$ cat config.mk
export PLATFORM = sky130hd
export DESIGN_NAME = dma_copy_flat
export DESIGN_NICKNAME = d
export VERILOG_FILES = /design/src/rtl/dma_copy_if.sv /design/src/rtl/dma_copy.sv /design/src/flat_wrapper.sv
export SDC_FILE = /design/constraint.sdc
export NUM_CORES = 1
export LEC_CHECK = 0
export CORE_UTILIZATION = 50
export CTS_CLUSTER_DIAMETER = 30
export CTS_CLUSTER_SIZE = 40
export DETAILED_ROUTE_END_ITERATION = 6
export GPL_ROUTABILITY_DRIVEN = 0
export PLACE_DENSITY = 0.73
export SLEW_MARGIN = 40
export SYNTH_ARGS = -nofsm -noshare
export SYNTH_HDL_FRONTEND = slang
export SYNTH_SLANG_ARGS = --single-unit
$ cat constraint.sdc
create_clock -name clk -period 3.1 [get_ports clk]
set_input_delay 0.93 -clock clk [delete_from_list [all_inputs] [get_ports clk]]
set_output_delay 0.93 -clock clk [all_outputs]
set_load 0.05 [all_outputs]
$ cat src/rtl/dma_copy_if.sv
// Bus interfaces for dma_copy: a config-register port and a single-master memory port.
interface dma_cfg_if;
    logic        select;
    logic [3:0]  wstrb;
    logic [3:0]  addr;
    logic [31:0] data_i;
    logic        ready;
    logic [31:0] data_o;

    modport master (output select, wstrb, addr, data_i, input ready, data_o);
    modport slave  (input select, wstrb, addr, data_i, output ready, data_o);
endinterface

interface dma_bus_if;
    logic        m_grant;
    logic        m_valid;
    logic [31:0] m_addr;
    logic [3:0]  m_wstrb;
    logic [31:0] m_wdata;
    logic        m_ready;
    logic [31:0] m_rdata;

    modport master (input m_grant, m_ready, m_rdata, output m_valid, m_addr, m_wstrb, m_wdata);
    modport slave  (output m_grant, m_ready, m_rdata, input m_valid, m_addr, m_wstrb, m_wdata);
endinterface

$ cat src/rtl/dma_copy.sv
// Word-by-word memory copy engine: programmed through a 4-register config port,
// moves LEN words from SRC to DST over a granted master bus, then raises DONE.
module dma_copy #(
    parameter int unsigned LEN_WIDTH = 16
) (
    input  logic         clk,
    input  logic         reset,
    dma_cfg_if.slave     cfg,
    dma_bus_if.master    bus,
    output logic         irq
);

    localparam logic [2:0] IDLE    = 3'd0;
    localparam logic [2:0] RD_REQ  = 3'd1;
    localparam logic [2:0] RD_WAIT = 3'd2;
    localparam logic [2:0] WR_REQ  = 3'd3;
    localparam logic [2:0] WR_WAIT = 3'd4;
    localparam logic [2:0] FINISH  = 3'd5;

    logic [2:0]           state_q, state_d;
    logic [31:0]          src_q, src_d, dst_q, dst_d, buf_q, buf_d;
    logic [LEN_WIDTH-1:0] len_q, len_d;
    logic                 irq_en_q, irq_en_d, done_q, done_d, busy_q, busy_d;
    logic                 ready_q, ready_d, irq_q, irq_d;
    logic [31:0]          data_o_q, data_o_d;
    logic                 m_valid_q, m_valid_d;
    logic [31:0]          m_addr_q, m_addr_d, m_wdata_q, m_wdata_d;
    logic [3:0]           m_wstrb_q, m_wstrb_d;

    logic        acc_c, commit_c, ctrl_wr_c, start_c, clr_c;
    logic [31:0] rdata_c;
    logic        unused_c;

    function automatic logic [31:0] merge_be(input logic [31:0] old_v,
                                             input logic [31:0] new_v,
                                             input logic [3:0]  be);
        logic [31:0] r;
        r = old_v;
        for (int b = 0; b < 4; b++) begin
            if (be[b]) r[b*8 +: 8] = new_v[b*8 +: 8];
        end
        return r;
    endfunction

    // Access decode: first select cycle launches the read, the ready cycle commits writes
    assign acc_c     = cfg.select && !ready_q;
    assign commit_c  = cfg.select && ready_q && (cfg.wstrb != 4'b0000);
    assign ctrl_wr_c = commit_c && (cfg.addr[3:2] == 2'd3) && cfg.wstrb[0];
    assign start_c   = ctrl_wr_c && cfg.data_i[0];
    assign clr_c     = ctrl_wr_c && cfg.data_i[2];
    assign unused_c  = ^cfg.addr[1:0];

    always_comb begin
        rdata_c = 32'h0;
        case (cfg.addr[3:2])
            2'd0:    rdata_c = src_q;
            2'd1:    rdata_c = dst_q;
            2'd2:    rdata_c = 32'(len_q);
            default: rdata_c = {16'(len_q), 13'h0, done_q, irq_en_q, busy_q};
        endcase
    end

    // Register file updates and transfer sequencing
    always_comb begin
        state_d   = state_q;
        src_d     = src_q;
        dst_d     = dst_q;
        len_d     = len_q;
        buf_d     = buf_q;
        irq_en_d  = irq_en_q;
        done_d    = done_q;
        busy_d    = busy_q;
        m_valid_d = m_valid_q;
        m_addr_d  = m_addr_q;
        m_wstrb_d = m_wstrb_q;
        m_wdata_d = m_wdata_q;
        ready_d   = acc_c;
        data_o_d  = acc_c ? rdata_c : 32'h0;

        if (commit_c && !busy_q) begin
            case (cfg.addr[3:2])
                2'd0:    src_d = merge_be(src_q, cfg.data_i, cfg.wstrb) & ~32'h3;
                2'd1:    dst_d = merge_be(dst_q, cfg.data_i, cfg.wstrb) & ~32'h3;
                2'd2:    len_d = LEN_WIDTH'(merge_be(32'(len_q), cfg.data_i, cfg.wstrb));
                default: ;
            endcase
        end
        if (ctrl_wr_c) irq_en_d = cfg.data_i[1];

        case (state_q)
            IDLE: begin
                if (start_c) begin
                    if (len_q != '0) begin
                        state_d = RD_REQ;
                        busy_d  = 1'b1;
                    end else begin
                        state_d = FINISH;
                    end
                end
            end
            RD_REQ: begin
                if (bus.m_grant) begin
                    m_valid_d = 1'b1;
                    m_addr_d  = src_q;
                    m_wstrb_d = 4'b0000;
                    state_d   = RD_WAIT;
                end
            end
            RD_WAIT: begin
                if (bus.m_ready) begin
                    buf_d     = bus.m_rdata;
                    m_valid_d = 1'b0;
                    state_d   = WR_REQ;
                end
            end
            WR_REQ: begin
                if (bus.m_grant) begin
                    m_valid_d = 1'b1;
                    m_addr_d  = dst_q;
                    m_wdata_d = buf_q;
                    m_wstrb_d = 4'b1111;
                    state_d   = WR_WAIT;
                end
            end
            WR_WAIT: begin
                if (bus.m_ready) begin
                    m_valid_d = 1'b0;
                    src_d     = src_q + 32'd4;
                    dst_d     = dst_q + 32'd4;
                    len_d     = len_q - LEN_WIDTH'(1);
                    if (len_q == LEN_WIDTH'(1)) begin
                        state_d = FINISH;
                        busy_d  = 1'b0;
                    end else begin
                        state_d = RD_REQ;
                    end
                end
            end
            FINISH: begin
                busy_d  = 1'b0;
                state_d = IDLE;
            end
            default: state_d = IDLE;
        endcase

        // Completion wins over a simultaneous clear
        if (clr_c) done_d = 1'b0;
        if (state_q == FINISH) done_d = 1'b1;
        irq_d = done_d & irq_en_d;
    end

    always_ff @(posedge clk) begin
        if (reset) begin
            state_q   <= IDLE;
            src_q     <= 32'h0;
            dst_q     <= 32'h0;
            len_q     <= '0;
            buf_q     <= 32'h0;
            irq_en_q  <= 1'b0;
            done_q    <= 1'b0;
            busy_q    <= 1'b0;
            ready_q   <= 1'b0;
            data_o_q  <= 32'h0;
            m_valid_q <= 1'b0;
            m_addr_q  <= 32'h0;
            m_wstrb_q <= 4'h0;
            m_wdata_q <= 32'h0;
            irq_q     <= 1'b0;
        end else begin
            state_q   <= state_d;
            src_q     <= src_d;
            dst_q     <= dst_d;
            len_q     <= len_d;
            buf_q     <= buf_d;
            irq_en_q  <= irq_en_d;
            done_q    <= done_d;
            busy_q    <= busy_d;
            ready_q   <= ready_d;
            data_o_q  <= data_o_d;
            m_valid_q <= m_valid_d;
            m_addr_q  <= m_addr_d;
            m_wstrb_q <= m_wstrb_d;
            m_wdata_q <= m_wdata_d;
            irq_q     <= irq_d;
        end
    end

    assign cfg.ready   = ready_q;
    assign cfg.data_o  = data_o_q;
    assign bus.m_valid = m_valid_q;
    assign bus.m_addr  = m_addr_q;
    assign bus.m_wstrb = m_wstrb_q;
    assign bus.m_wdata = m_wdata_q;
    assign irq         = irq_q;

endmodule

$ cat src/flat_wrapper.sv
// flat-port wrapper written by rule: the top's interface ports become plain ports
module dma_copy_flat 
#(
    parameter int unsigned LEN_WIDTH = 16
)
  (clk, reset, irq, cfg_select, cfg_wstrb, cfg_addr, cfg_data_i, cfg_ready, cfg_data_o, bus_m_grant, bus_m_ready, bus_m_rdata, bus_m_valid, bus_m_addr, bus_m_wstrb, bus_m_wdata);
  dma_cfg_if cfg_i ();
  dma_bus_if bus_i ();
  input  logic clk;
  input  logic reset;
  output logic irq;
  input wire logic [$bits(cfg_i.select)-1:0] cfg_select;
  input wire logic [$bits(cfg_i.wstrb)-1:0] cfg_wstrb;
  input wire logic [$bits(cfg_i.addr)-1:0] cfg_addr;
  input wire logic [$bits(cfg_i.data_i)-1:0] cfg_data_i;
  output wire logic [$bits(cfg_i.ready)-1:0] cfg_ready;
  output wire logic [$bits(cfg_i.data_o)-1:0] cfg_data_o;
  input wire logic [$bits(bus_i.m_grant)-1:0] bus_m_grant;
  input wire logic [$bits(bus_i.m_ready)-1:0] bus_m_ready;
  input wire logic [$bits(bus_i.m_rdata)-1:0] bus_m_rdata;
  output wire logic [$bits(bus_i.m_valid)-1:0] bus_m_valid;
  output wire logic [$bits(bus_i.m_addr)-1:0] bus_m_addr;
  output wire logic [$bits(bus_i.m_wstrb)-1:0] bus_m_wstrb;
  output wire logic [$bits(bus_i.m_wdata)-1:0] bus_m_wdata;
  assign cfg_i.select = cfg_select;
  assign cfg_i.wstrb = cfg_wstrb;
  assign cfg_i.addr = cfg_addr;
  assign cfg_i.data_i = cfg_data_i;
  assign cfg_ready = cfg_i.ready;
  assign cfg_data_o = cfg_i.data_o;
  assign bus_i.m_grant = bus_m_grant;
  assign bus_i.m_ready = bus_m_ready;
  assign bus_i.m_rdata = bus_m_rdata;
  assign bus_m_valid = bus_i.m_valid;
  assign bus_m_addr = bus_i.m_addr;
  assign bus_m_wstrb = bus_i.m_wstrb;
  assign bus_m_wdata = bus_i.m_wdata;
  dma_copy #(.LEN_WIDTH(LEN_WIDTH)) u_core (.clk(clk), .reset(reset), .cfg(cfg_i), .bus(bus_i), .irq(irq));
endmodule
======== Word-level counts from Yosys, hierarchy flattened ========
Index checks and enable logic that the tools add are counted.
operators by class
  add/subtract/negate cells ............... 3
  $mul .................................... 0
  divide/modulo/power cells ............... 0
  $lt $le $gt $ge ......................... 0
  equality and inequality tests ........... 18
  shift operators ......................... 0
  multiplexer cells ....................... 48
  bitwise logic cells ..................... 2
  reduce and logical (&&, ||, !) cells .... 26
operators with widths
  kind                                                  count
  two-way mux 32 bit                                    10
  one-hot mux 32 bit (3 select lines)                   1
  two-way mux 8 bit                                     10
  adder 32 x 3 -> 32 bit, second input constant         2
  two-way mux 16 bit                                    4
  one-hot mux 32 bit (2 select lines)                   1
  two-way mux 3 bit                                     7
  equality test 16 x 1 -> 1 bit, second input constant  1
  nonzero test 16 bit                                   1
  subtractor 16 x 1 -> 16 bit, second input constant    1
  one-hot mux 3 bit (5 select lines)                    1
  != test 2 x 1 -> 1 bit, second input constant         5
  AND reduction 5 bit                                   2
  two-way mux 1 bit                                     9
  logical AND 1 bit                                     8
  two-way mux 4 bit                                     2
  != test 2 bit, second input constant                  4
  one-hot mux 4 bit (2 select lines)                    1
  equality test 3 x 2 -> 1 bit, second input constant   2
  equality test 3 bit, second input constant            2
  AND reduction 3 bit                                   2
  OR reduction 2 bit                                    3
  equality test 2 bit, second input constant            2
  AND reduction 2 bit                                   2
  12 further kinds                                      14
word-level totals
  bits in registers ....................... 221
  latch bits .............................. 0
  memory bits (writable) .................. 0
  memory bits (read-only) ................. 0
  bits of input ports ..................... 77
  output and inout port bits .............. 103
  word-level logic and storage cells ...... 112
  memories kept ........................... 0

======== Logic depth before layout (Yosys ltp) ========
Gate-level depths: netlist of run 1.
  depth after elaboration ................. 8
  mapped depth ............................ 10
  depth with buffers taken out ............ 6

======== Least setup slack after synthesis of run 1 ========
No wires, ideal clock.
  path type ............................... input-to-reg
  from .................................... in bus_m_ready
  to ...................................... reg u_core.src_q[21]
  library setup time ...................... 0.070 ns
  data arrival time ....................... 2.510 ns
  required time ........................... 3.030 ns
  path slack .............................. 0.519 ns
  cell stages on the path ................. 7
  buffers on the path ..................... 2
  cell sequence ........................... clkbuf_2 -> nand4bb_1 -> buf_4 -> or4_4 -> nor2_2 -> mux2_2 -> a21oi_1
between the ends
  cells in the longest elaborated chain, start to end .. 2
RTL lines
  what                    line                source
  start: declaration      flat_wrapper.sv:19  input wire logic [$bits(bus_i.m_ready)-1:0] bus_m_ready;
  two-way mux 32 bit      dma_copy.sv:126     if (bus.m_ready) begin
  two-way mux 32 bit      dma_copy.sv:90      case (state_q)
  end signal: assignment  dma_copy.sv:171     src_q <= src_d;
  end: declaration        dma_copy.sv:21      logic [31:0] src_q, src_d, dst_q, dst_d, buf_q, buf_d;
Every way passes these cells.
A chain may end at the register's enable or synchronous reset.

======== Final worst setup path of run 1 ========
  from .................................... reg u_core.ready_q, in the netlist u_core.cfg.ready
  to ...................................... out cfg_ready
RTL lines
  what                      line                source
  start: declaration        dma_copy.sv:24      logic ready_q, ready_d, irq_q, irq_d;
  start signal: assignment  dma_copy.sv:178     ready_q <= ready_d;
  end: declaration          flat_wrapper.sv:16  output wire logic [$bits(cfg_i.ready)-1:0] cfg_ready;
No word-level cell between the ends.

==> run metrics, run 1 <==
# clock sinks 218; Commonest cells post-synth nand2_1 (255), dfxtp_1 (218), nor2_1 (169); I/O Buffers 177; global-route wire length before repair between 50 and 60 mm; CTS tree done; Sequential Power Share about a third; Max stage delay on crit path 0.84 ns; Post-DRT Antenna Nets 0; wire per inst 18.51 um; Synth area leaders dfxtp_1 (42%), nand2_1 (9.3%), a21oi_1 (7.1%); setup bufs post-CTS 0; first drt pass iteration count 6; DP HPWL 22.95 mm; Via density 5.941; fmax 367.8 MHz; die area roughly 0.021 sq mm; WS Path Type reg2out; post-place setup slack -0.005319 ns; Iteration-0 DRC Markers 939; fin crit share 87.70%; Yosys top cell by area dfxtp_1; largest net degree at the start of global routing between 60 and 70; Hold Crit Class reg2reg; DRC 0; CP startpoint kind flop; Sw Ratio 28.04%; final hold violations 0; cell area after synthesis approximately 0.010 sq mm; Total GRT Usage between 30% and 40%; IO Pins 180; internal power ~0.0068 W; post-synth top area share 42.35%; vias in the first global route ~10,000; htree depth 2; Finish-stage setup viols 0; TritonCTS Buffers 44; gr ovfl total 0; MaxCap Viol Count 0; Worst EP arrival 1.79 ns; Req. time, crit path 2.17 ns; VDD IR max 433.9 uV; max-slew violations 0; Post-CTS Resized 0; Ant. Diodes 0; root buf cell clkbuf_16; Cell variety after synth 73; Post-synth EDFFs 0; Comb power frac 15.0%; Net count, final 1,570; CTS Hold Bufs 0; Top FF cell, synth dfxtp_1; Crit Reg-Reg Endpoint u_core.dst_q[15]; leakage power figure 4.782 nW; highest-delay cell along the critical path clkdlybuf4s50_1; Pwr Density 679.5 mW/mm^2; layout cells sized above 1 between 10% and 20%; worst-path fanout max 5; Starting Density 50.93%; Synth Net Count 1,400; worst reg2reg path depth 6; initial antenna violation count 0; post-route minimum period roughly 2.7 ns; Area Growth Syn to Fin 35.20%; Die H 145.6 um; CTS max path bufs 3; Post-Syn Instances 1,319; status completed; CP delay by family, top buffers and inverters; Critical path buffers and inverters 1; Placement Cell Area 0.01241 sq mm; reg2reg start u_core.state_q[1]; Clock Power Share around 50%; register area share after synthesis a little over two fifths; clk slew on worst S/H paths 0.05 ns; site row count 52; RSZ-0062 raised after global routing no; via count 10,650; min-delay src u_core.buf_q[26]; warnings from Yosys 0; fin area 0.01393 sq mm; most common cell in the netlist nand2_1; Post-Route WL 33.17 mm; Synth Register Bits 218; Fin Clk Skew 0.01871 ns; Avg Cell Area, Syn 7.814 sq um; Rel. slew slack around half; ys async rst share 0%; Die X-Extent 145.6 um; CP endpoint kind primary output; crit-path cells clkdlybuf4s50_1; Net Sw Power 0.002654 W; Least-Margin Pin Slew 0.7433 ns; Hold Path Stages 2; r2r setup slk 0.64 ns; Setup WS post-layout about 0.38 ns; clk_lat worst skew 0.53 ns; core box area 0.02023 sq mm; Hold EP u_core.bus.m_wdata[26]
[final cells by class]
cell class	instances	area, sq um
clock buffers	51	1169
fillers	1666	6301
flip-flops and latches	218	4364
well taps	270	337.8
inverters	10	37.54
clock inverters	28	357.8
multi-input cells	978	5453
repair buffers	237	2215
[worst max path at each step]
| stage | startpoint | to | slack, ns | depth (start not counted) |
|---|---|---|---|---|
| floorplan | bus_m_ready | u_core.src_q[21] | 0.52 | 7 |
| global placement | bus_m_ready | u_core.dst_q[23] | 0.05 | 7 |
| detailed placement | bus_m_ready | u_core.dst_q[15] | -0.005 | 7 |
| CTS | u_core.cfg.ready | cfg_ready | 0.36 | 1 |
| global route | bus_m_ready | u_core.dst_q[15] | 0.32 | 7 |
| finish | u_core.cfg.ready | cfg_ready | 0.38 | 1 |
[flip-flops by register name (all words and copies together), names as in the netlist, 3 cells and up]
register	count
u_core.buf_q	32
u_core.bus.m_addr	32
u_core.bus.m_wdata	32
u_core.cfg.data_o	32
u_core.dst_q	32
u_core.len_q	16
u_core.src_q	32
u_core.state_q	3
[metal layers]
metal,vias to the layer above,wire (um),share of wire (%),GRT usage (%)
met4,0,1527,4.6,16.42
met3,99,3444,10,7.868
met2,578,15030,45,47.86
met5,-,0,0,0
met1,4912,13170,40,39.23
li1,5057,-,-,-
[power groups by stage]
stage                     Clock [W]  Sequential [W]  Combinational, W
final                       0.00485         0.00320           0.00142
after global routing        0.00502         0.00322           0.00153
after CTS                   0.00488         0.00319           0.00141
after detailed placement          0         0.00324           0.00140
after global placement            0         0.00323           0.00138
after floorplan                   0         0.00341          0.000718
[stage by stage]
step           power, W  util, %   TNS [ns]  hold slack (ns)  instances
5_1_grt        0.009771    68.86          0           0.4604       1792
3_3_place_gp   0.004613    61.28          0           0.4359       1713
4_1_cts        0.009470    68.86          0           0.4495       1792
3_5_place_dp   0.004634    61.32  -0.005319           0.4442       1713
2_1_floorplan  0.004125        -          0           0.4322       1319
6_report       0.009468    68.86          0           0.4480       1792
[placed cells by master, fill, tap and decap left out, drive strengths merged, types with 9 or more instances in the layout]
| cell type | netlist | layout |
|---|---|---|
| and4 | 9 | 9 |
| and3 | 26 | 26 |
| mux2i | 33 | 33 |
| nor2 | 171 | 171 |
| nand2 | 255 | 255 |
| nand3 | 42 | 42 |
| nor3 | 31 | 31 |
| dfxtp | 218 | 218 |
| a21oi | 147 | 147 |
| buf | 34 | 62 |
| inv | 10 | 11 |
| nor4 | 25 | 25 |
| clkbuf | 79 | 51 |
| clkinvlp | 0 | 11 |
| a31oi | 16 | 16 |
| clkdlybuf4s50 | 0 | 175 |
| nand4 | 32 | 32 |
| o21ai | 24 | 24 |
| and2 | 10 | 10 |
| clkinv | 0 | 9 |
| a311oi | 43 | 43 |
| a211oi | 21 | 21 |
[kinds of logic after synthesis]
group / Yosys count / share of synthesized area [%]
AOI/OAI and AO/OA: 293 / 17.90
muxes: 41 / 4.407
and+or+nand+nor: 633 / 29.19
xor gates and xnor gates: 6 / 0.5100
buffers and inverters: 123 / 5.075
adders and majority gates: 5 / 0.5828
DFF: 218 / 42.35
Power figures use the tool's default switching activity.
==> run 2: changes to the inputs <==
==> constraint.sdc (replaced) <==
create_clock -name clk -period 2.7 [get_ports clk]
set_input_delay 0.81 -clock clk [delete_from_list [all_inputs] [get_ports clk]]
set_output_delay 0.81 -clock clk [all_outputs]
set_load 0.05 [all_outputs]
==> run metrics, run 2 (synthesized netlist as in run 1, its figures left out) <==
status completed; Die X-Extent about 150 um; Comb power frac 15.4%; Max stage delay on crit path 0.84 ns; CTS max path bufs 3; Die H 145.6 um; CP startpoint kind flop; WS Path Type reg2out; internal power 0.008060 W; Placed Cells around 1,700; Post-Route WL 33.34 mm; highest-delay cell along the critical path clkdlybuf4s50_1; Non-Filler Instances 1,824; Iteration-0 DRC Markers 958; fmax about 380 MHz; post-route minimum period 2.608 ns; Setup WS post-layout slightly above 0.09 ns; die area 0.02119 sq mm; Least-Margin Pin Slew 0.6498 ns; Area Growth Syn to Fin 38.45%; wire per inst 18.28 um; CTS Hold Bufs 0; Total Power 0.01106 W; Finish-stage setup viols 0; clk slew on worst S/H paths 0.05 ns; max-slew violations 0; most common cell after layout, fill and taps aside nand2_1; crit-path cells clkdlybuf4s50_1; DP HPWL 23.21 mm; VDD IR max 603.3 uV; Via density between 5 and 6; clk_lat worst skew 0.53 ns; worst-path fanout max 5; Hold Crit Class reg2reg; Util after Layout 70.52%; Ant. Diodes 0; via count 10,680; Req. time, crit path 1.89 ns; initial antenna violation count 0; largest net degree at the start of global routing 78; CTS tree done; MaxCap Viol Count 0; site row count 52; number of cells on the critical path 1; post-place setup slack -0.3010 ns; WHS 0.4459 ns; Fin Clk Skew 0.02460 ns; Net Sw Power 0.003005 W; # clock sinks 218; Post-CTS Resized 0; I/O Buffers 177; CP endpoint kind primary output; Net count, final 1,599; Sequential Power Share 32.9%; IO Pins 180; Starting Density 50.93%; Pwr Density 775.5 mW/mm^2; RSZ-0062 raised after global routing no; htree depth 2; worst reg2reg path depth 5; CP delay by family, top buffers and inverters; final hold violations 0; Total GRT Usage 31.04%; Sw Ratio a little over a quarter; vias in the first global route 10,010; TritonCTS Buffers 44; first drt pass iteration count 6; Worst EP arrival 1.80 ns; # fillers 1,570; fin crit share a little under 100%; Critical path buffers and inverters 1; commonest cells after routing, fill and taps aside nand2_1 (255), dfxtp_1 (218), clkdlybuf4s50_1 (175); Rel. slew slack between 50% and 60%; setup bufs post-CTS 0; Post-DRT Antenna Nets 0; core box area just over 0.02 sq mm; leakage power figure about 5.0 nW; gr ovfl total 0; global-route wire length before repair 52.71 mm; DRC 0; Clock Power Share 51.7%; Hold Path Stages 2; root buf cell clkbuf_16; layout cells sized above 1 12.74%
run 2: cell count changes in the layout (fill, tap and decap cells not counted), sizes merged:
cell / before / now
bufinv: 7 / 8
clkinvlp: 11 / 3
clkinv: 9 / 13
clkbuf: 51 / 56
buf: 62 / 91
inv: 11 / 12
run 2: per-stage QoR:
step                      area (sq um)  TNS [ns]
after floorplan                  10310         0
after global placement           12680    -3.689
after detailed placement         12680    -5.159
after CTS                        14270         0
after global routing             14270         0
final                            14270         0
run 2: final timing paths:
path | startpoint | endpoint | slack [ns]
hold / removal | u_core.buf_q[26] | u_core.bus.m_wdata[26] | 0.45
hold reg to reg | u_core.buf_q[26] | u_core.bus.m_wdata[26] | 0.45
setup / recovery | u_core.cfg.ready | cfg_ready | 0.09
setup reg to reg | u_core.dst_q[5] | u_core.dst_q[26] | 0.38
run 2: cell type report:
class	count	area (sq um)	share of cell area [%]
multi-input combinational	978	5446	38.17
sequential	218	4364	30.59
timing repair buffer	266	2495	17.49
clock buffer	56	1227	8.602
clock inverter	26	360.3	2.525
tap	270	337.8	2.368
inverter	10	37.54	0.2631
run 2: metal layers:
| layer | part of all wire [%] | GRT usage (%) |
|---|---|---|
| met5 | 0 | 0 |
| met3 | 9.2 | 7.586 |
| met1 | 40 | 39.01 |
| met4 | 5.4 | 18.32 |
| met2 | 45 | 48.49 |
run 2: power by group through the flow:
stage               registers [W]  clock network (W)  logic [W]
floorplan                 0.00391                  0   0.000824
global placement          0.00368                  0    0.00164
detailed placement        0.00369                  0    0.00167
CTS                       0.00363            0.00576    0.00169
global route              0.00366            0.00591    0.00182
finish                    0.00364            0.00572    0.00170
